### config.mk
export PLATFORM = sky130hd
export DESIGN_NAME = fragment_collector_flat
export DESIGN_NICKNAME = d
export VERILOG_FILES = /design/src/rtl/fragment_collector_if.sv /design/src/rtl/fragment_collector.sv /design/src/flat_wrapper.sv
export SDC_FILE = /design/constraint.sdc
export NUM_CORES = 2
export LEC_CHECK = 0
export ABC_AREA = 1
export CORE_ASPECT_RATIO = 1.5
export CORE_UTILIZATION = 31
export DETAILED_ROUTE_END_ITERATION = 8
export GPL_ROUTABILITY_DRIVEN = 0
export GPL_TIMING_DRIVEN = 0
export PLACE_DENSITY = 0.56
export SLEW_MARGIN = 25
export SYNTH_ARGS = -nofsm -noshare
export SYNTH_HDL_FRONTEND = slang
export SYNTH_SLANG_ARGS = --single-unit
export TNS_END_PERCENT = 100
### constraint.sdc
create_clock -name clk -period 1.7 [get_ports clk]
set_input_delay 0.255 -clock clk [delete_from_list [all_inputs] [get_ports clk]]
set_output_delay 0.255 -clock clk [all_outputs]
set_load 0.01 [all_outputs]
### src/rtl/fragment_collector_if.sv
// Fragment word stream from the traverser plus the downstream head-fragment port.
// The collector uses the slave side; the traverser and consumer use the master side.
interface fragment_collector_if #(
  parameter int DATA_WIDTH = 32,
  parameter int ADDR_WIDTH = 4
);
  logic [DATA_WIDTH-1:0] wr_data;
  logic [ADDR_WIDTH-1:0] wr_addr;
  logic                  wr_en;

  logic                  out_valid;
  logic                  out_ready;
  logic [DATA_WIDTH-1:0] out_x;
  logic [DATA_WIDTH-1:0] out_y;
  logic [ADDR_WIDTH-1:0] out_attr_addr;
  logic [DATA_WIDTH-1:0] out_attr_data;

  modport master (
    output wr_data, wr_addr, wr_en, out_ready, out_attr_addr,
    input  out_valid, out_x, out_y, out_attr_data
  );

  modport slave (
    input  wr_data, wr_addr, wr_en, out_ready, out_attr_addr,
    output out_valid, out_x, out_y, out_attr_data
  );
endinterface

### src/rtl/fragment_collector.sv
// Assembles fragments (x, y, attributes) from the traverser word stream into a
// two-bank ping-pong buffer and presents the oldest complete one downstream.
module fragment_collector #(
  parameter int DATA_WIDTH = 32,
  parameter int ADDR_WIDTH = 4
) (
  input  logic                  clk,
  input  logic                  resetn,
  input  logic                  en,
  input  logic                  clear,
  input  logic [ADDR_WIDTH-1:0] vertexSize,
  output logic                  space_avail,
  output logic                  full,
  output logic                  empty,
  output logic                  overflow,
  output logic                  protocol_err,
  fragment_collector_if.slave   bus
);

  localparam int DEPTH = 1 << ADDR_WIDTH;

  typedef enum logic [1:0] {COL_X, COL_Y, COL_ATTR} col_state_e;

  col_state_e state_q, state_d;
  logic [1:0] count_q, count_d;
  logic       wbank_q, wbank_d;
  logic       rbank_q, rbank_d;
  logic       overflow_q, overflow_d;
  logic       perr_q, perr_d;

  logic [DATA_WIDTH-1:0] x_q    [2];
  logic [DATA_WIDTH-1:0] y_q    [2];
  logic [DATA_WIDTH-1:0] attr_q [2][DEPTH];

  logic x_we, y_we, attr_we;
  logic commit, pop;
  logic out_valid;

  assign out_valid = (count_q != 2'd0);

  always_ff @(posedge clk or negedge resetn) begin
    if (!resetn) begin
      state_q    <= COL_X;
      count_q    <= 2'd0;
      wbank_q    <= 1'b0;
      rbank_q    <= 1'b0;
      overflow_q <= 1'b0;
      perr_q     <= 1'b0;
    end else begin
      state_q    <= state_d;
      count_q    <= count_d;
      wbank_q    <= wbank_d;
      rbank_q    <= rbank_d;
      overflow_q <= overflow_d;
      perr_q     <= perr_d;
    end
  end

  always_comb begin
    state_d    = state_q;
    count_d    = count_q;
    wbank_d    = wbank_q;
    rbank_d    = rbank_q;
    overflow_d = overflow_q;
    perr_d     = perr_q;
    x_we       = 1'b0;
    y_we       = 1'b0;
    attr_we    = 1'b0;
    commit     = 1'b0;
    pop        = 1'b0;

    if (en) begin
      if (clear) begin
        state_d    = COL_X;
        count_d    = 2'd0;
        wbank_d    = 1'b0;
        rbank_d    = 1'b0;
        overflow_d = 1'b0;
        perr_d     = 1'b0;
      end else begin
        pop = out_valid & bus.out_ready;
        // Count is sampled before any same-cycle pop, so a full buffer drops the word.
        if (bus.wr_en) begin
          if (count_q == 2'd2) begin
            overflow_d = 1'b1;
            state_d    = COL_X;
          end else begin
            case (state_q)
              COL_X: begin
                if (bus.wr_addr == '0) begin
                  x_we    = 1'b1;
                  state_d = COL_Y;
                end else begin
                  perr_d  = 1'b1;
                end
              end
              COL_Y: begin
                if (bus.wr_addr == ADDR_WIDTH'(1)) begin
                  y_we    = 1'b1;
                  state_d = COL_ATTR;
                end else begin
                  perr_d  = 1'b1;
                  state_d = COL_X;
                end
              end
              COL_ATTR: begin
                if (bus.wr_addr <= vertexSize) begin
                  attr_we = 1'b1;
                  if (bus.wr_addr == vertexSize) begin
                    commit  = 1'b1;
                    state_d = COL_X;
                  end
                end else begin
                  perr_d = 1'b1;
                end
              end
              default: state_d = COL_X;
            endcase
          end
        end

        if (commit) wbank_d = ~wbank_q;
        if (pop)    rbank_d = ~rbank_q;
        if (commit && !pop)      count_d = count_q + 2'd1;
        else if (pop && !commit) count_d = count_q - 2'd1;
      end
    end
  end

  // Fragment storage; the write bank is never the head bank while it is being filled.
  always_ff @(posedge clk or negedge resetn) begin
    if (!resetn) begin
      for (int b = 0; b < 2; b++) begin
        x_q[b] <= '0;
        y_q[b] <= '0;
        for (int a = 0; a < DEPTH; a++) begin
          attr_q[b][a] <= '0;
        end
      end
    end else begin
      if (x_we)    x_q[wbank_q] <= bus.wr_data;
      if (y_we)    y_q[wbank_q] <= bus.wr_data;
      if (attr_we) attr_q[wbank_q][bus.wr_addr] <= bus.wr_data;
    end
  end

  assign bus.out_valid     = out_valid;
  assign bus.out_x         = x_q[rbank_q];
  assign bus.out_y         = y_q[rbank_q];
  assign bus.out_attr_data = attr_q[rbank_q][bus.out_attr_addr];

  assign space_avail  = (count_q != 2'd2);
  assign full         = (count_q == 2'd2);
  assign empty        = (count_q == 2'd0);
  assign overflow     = overflow_q;
  assign protocol_err = perr_q;

endmodule
### src/flat_wrapper.sv
// flat-port wrapper written by rule: the top's interface ports become plain ports
module fragment_collector_flat 
#(
  parameter int DATA_WIDTH = 32,
  parameter int ADDR_WIDTH = 4
)
  (clk, resetn, en, clear, vertexSize, space_avail, full, empty, overflow, protocol_err, bus_wr_data, bus_wr_addr, bus_wr_en, bus_out_ready, bus_out_attr_addr, bus_out_valid, bus_out_x, bus_out_y, bus_out_attr_data);
  fragment_collector_if #(.DATA_WIDTH(DATA_WIDTH), .ADDR_WIDTH(ADDR_WIDTH)) bus_i ();
  input  logic clk;
  input  logic resetn;
  input  logic en;
  input  logic clear;
  input  logic [ADDR_WIDTH-1:0] vertexSize;
  output logic space_avail;
  output logic full;
  output logic empty;
  output logic overflow;
  output logic protocol_err;
  input wire logic [$bits(bus_i.wr_data)-1:0] bus_wr_data;
  input wire logic [$bits(bus_i.wr_addr)-1:0] bus_wr_addr;
  input wire logic [$bits(bus_i.wr_en)-1:0] bus_wr_en;
  input wire logic [$bits(bus_i.out_ready)-1:0] bus_out_ready;
  input wire logic [$bits(bus_i.out_attr_addr)-1:0] bus_out_attr_addr;
  output wire logic [$bits(bus_i.out_valid)-1:0] bus_out_valid;
  output wire logic [$bits(bus_i.out_x)-1:0] bus_out_x;
  output wire logic [$bits(bus_i.out_y)-1:0] bus_out_y;
  output wire logic [$bits(bus_i.out_attr_data)-1:0] bus_out_attr_data;
  assign bus_i.wr_data = bus_wr_data;
  assign bus_i.wr_addr = bus_wr_addr;
  assign bus_i.wr_en = bus_wr_en;
  assign bus_i.out_ready = bus_out_ready;
  assign bus_i.out_attr_addr = bus_out_attr_addr;
  assign bus_out_valid = bus_i.out_valid;
  assign bus_out_x = bus_i.out_x;
  assign bus_out_y = bus_i.out_y;
  assign bus_out_attr_data = bus_i.out_attr_data;
  fragment_collector #(.DATA_WIDTH(DATA_WIDTH), .ADDR_WIDTH(ADDR_WIDTH)) u_core (.clk(clk), .resetn(resetn), .en(en), .clear(clear), .vertexSize(vertexSize), .space_avail(space_avail), .full(full), .empty(empty), .overflow(overflow), .protocol_err(protocol_err), .bus(bus_i));
endmodule
==> flow_summary.yaml <==
run_status:
  outcome: "finished, violations left"
  violations: "hold timing, setup timing"
setup_path:
  cpPeakStageDelay_ps: 620
  path_buf_inv: 4
  slowest_stage: "clkbuf_2"
  critPathMaxFanout: 10
  end_kind: "primary output"
  cp_cell_sequence: "clkdlybuf4s50_1 -> clkbuf_2 -> clkbuf_2 -> nand3_1 -> nand2_4 -> nand2_1 -> nand2_1 -> nand2_2 -> nand2_4 -> buf_6"
  worst-setup-path-type: "in -> out"
  critPathTopFamily: "buffers and inverters"
  cp.required_ps: 1440
  cp.arrival_ps: 2960
  start_kind: "primary input"
clocking:
  clock-sinks: 1160
  clk_pin_slew_worst_paths_ps: 70
  cts.path.max_buffers: 3
  cts_buffers: 107
  clock_latency_ps: 770
  cts_tree: "built"
  cts-htree-levels: 3
  cts_root_buf: "clkbuf_16"
detailed_routing:
  firstDrtPassIters: 7
  drc: 0
  avgViaCountPerCell: 5.21
  drt_iter0_markers: 4943
  detail_route.wl_per_cell_um: 24.5
  ant_nets: 0
  vias: 48700
  wl_um: 229000
grt:
  grt_overflow: 0
  grt_pass1_vias: 48400
  antenna_found_initial: 5
  grt_pass1_wl_um: 325000
  grt_usage_pct: 25.1
  grt_start_max_net_pins: 134
power:
  cellPowerDensity_mw_per_mm2: 1020
  finalPower_uw: 67700
  leakage_uw: 0.0302
  vdd_drop_max_uv: 816
logic_synthesis:
  yosys.area.top_type_share_pct: 53.3
  synthCells: 6643
  synth_cell_types: 26
  seq_area_frac_synth_pct: 53.3
  mappedNetlistArea_mm2: 0.0544
  yosys-top-cells-area: "dfrtp_1, nand2_1, o21ai_1, nand3_1, buf_6"
  syn_avg_cell_area_um2: 8.19
  yosysWarnings: 0
  ys_ff_latch: 1160
  synth_largest_area_cell: "dfrtp_1"
  synth_nets: 6697
sta:
  setup_ws_ps: -1510
  max_slew.worst_pin.slew_ps: 1130
  fin_tns_setup_ps: -831810
  period_share_pct: 189
  layout_min_cycle_time_ps: 3210
  clock.fmax_mhz: 311
  rsz0062_at_grt: "yes"
  drv_slew: 0
  slew-limit-headroom_pct: 24.9
  finalSetupViolCount: 1629
  whs_ps: -565
  finClkSkew_ps: 40.6
  hold_viol: 129
place:
  portBuffers: 149
  dp_slack_ps: -2450
  hpwl_um: 170000
  placed_area_mm2: 0.0595
cells_and_area:
  drive_gt1_share_pct: 17.2
  seq_area_mm2: 0.0290
  design_area_mm2: 0.0665
  fill_cells: 18000
  multiInputGateArea_mm2: 0.0230
  final_util_pct: 38.1
  area_growth_pct: 22.2
  fin_nets: 7031
job:
  drv_cap: 0
floorplanning:
  die_w_um: 344
  die_h_um: 515
  core_mm2: 0.175
  dieArea_mm2: 0.177
  row_count: 188
  initial_utilization_pct: 31.2
  num_io_pins: 152
worst_hold_path:
  worst_hold_path_type: "in -> async"
sequential cells by signal (all words and copies together) (netlist names):
| name | cells |
|---|---|
| u_core.x_q | 64 |
| u_core.attr_q | 1024 |
| u_core.wbank_q | 1 |
| u_core.protocol_err | 1 |
| u_core.count_q | 2 |
| u_core.state_q | 2 |
| u_core.rbank_q | 1 |
| u_core.y_q | 64 |
| u_core.overflow | 1 |
cell type report:
type / instances / area share [%]
antenna: 5 / 0.0188
buffer: 551 / 7.36
clock buffer: 153 / 4.68
clock inverter: 46 / 1.07
inverter: 65 / 0.386
multi-input combinational: 4864 / 34.6
sequential: 1160 / 43.7
tap: 2280 / 4.29
timing repair buffer: 228 / 3.98
final timing paths:
| kind | startpoint | endpoint | slack (ps) | cells past startpoint |
|---|---|---|---|---|
| worst min register to register | u_core.attr_q[322] | u_core.attr_q[322] | 480 | 2 |
| min in group clk | clear | u_core.overflow | 260 | 4 |
| max in group asynchronous | resetn | u_core.y_q[48] | -500 | 5 |
| worst max-delay path | bus_out_attr_addr[1] | bus_out_attr_data[13] | -1510 | 10 |
| worst min-delay path | resetn | u_core.attr_q[583] | -560 | 1 |
| worst max register to register | u_core.state_q[0] | u_core.attr_q[529] | -990 | 6 |
timing repair:
action,4_1_cts,5_1_grt
setup endpoints to repair,1630,1833
setup buffers,14,35
endpoints found under the hold margin,113,113
cloned,5,18
pin swaps,40,134
gates resized for setup,511,595
power breakdown:
group,internal (µW),total (µW),switching [µW]
registers,27900,28000,177
logic,4180,12700,8480
clock network,15300,27000,11700
total,47400,67700,20300
through the flow:
step           hold WS (ps)  std cells
2_1_floorplan         -40.6       6643
3_3_place_gp            465       9072
3_5_place_dp            255       9082
4_1_cts                -535       9299
5_1_grt                -525       9348
6_report               -565       9352
cells in the final DEF (no fill, tap or decap), types with 3 or more instances in the layout:
master / Yosys / layout
clkbuf_2: 0 / 81
nor2_1: 44 / 41
a21oi_1: 6 / 6
clkbuf_4: 0 / 22
buf_16: 0 / 14
nand2_4: 2 / 47
nor3_4: 1 / 3
nand3_1: 779 / 682
clkbuf_16: 0 / 129
inv_1: 63 / 60
clkdlybuf4s50_1: 0 / 52
dfrtp_1: 1160 / 1159
buf_1: 37 / 17
diode_2: 0 / 5
clkinv_2: 0 / 16
buf_6: 181 / 254
buf_4: 0 / 31
nand3_4: 30 / 32
clkbuf_1: 280 / 180
bufinv_16: 0 / 17
ha_1: 4 / 4
o21ai_1: 855 / 863
buf_2: 54 / 34
buf_8: 0 / 32
nand2_2: 2 / 195
o21ai_0: 198 / 190
clkdlybuf4s15_2: 0 / 4
clkbuf_8: 0 / 37
inv_6: 0 / 4
buf_12: 3 / 44
o21ai_2: 105 / 105
inv_2: 2 / 4
nand3_2: 2 / 97
clkinv_4: 0 / 3
nand2_1: 2827 / 2588
clkinvlp_4: 0 / 5
worst reg2reg max path, stage by stage, from the launching register on:
cell and delay, ps:
dfrtp_1 420, inv_2 90, nand2_2 100, nor3_4 600
nand3_2 520, clkbuf_1 540, o21ai_0 350
per-layer routing:
layer	share of wire [%]	global-route usage (%)
met5	0	0
met4	10	21.0
met3	6.1	3.70
met2	49	43.4
met1	35	26.9
Yosys cell counts (all sizes together):
cell    count
ha          4
nand2    2831
nand4       2
nor3        5
dfrtp    1160
nor3b       1
nor2       44
a21oi       6
clkbuf    280
o21ai    1158
nand3     811
inv        65
a21boi      1
buf       275
kinds of logic (layout without fill, tap and decap cells):
| group | after synthesis | count (layout) | synth area share, % |
|---|---|---|---|
| DFF | 1160 | 1160 | 53.3 |
| AOI/OAI and AO/OA | 1165 | 1165 | 11.4 |
| other | 0 | 5 | 0 |
| and+or+nand+nor | 3694 | 3695 | 28.1 |
| buffers and inverters | 620 | 1043 | 6.99 |
| adders and majority gates | 4 | 4 | 0.0920 |
Note: power is estimated with default switching activity, not from simulation.
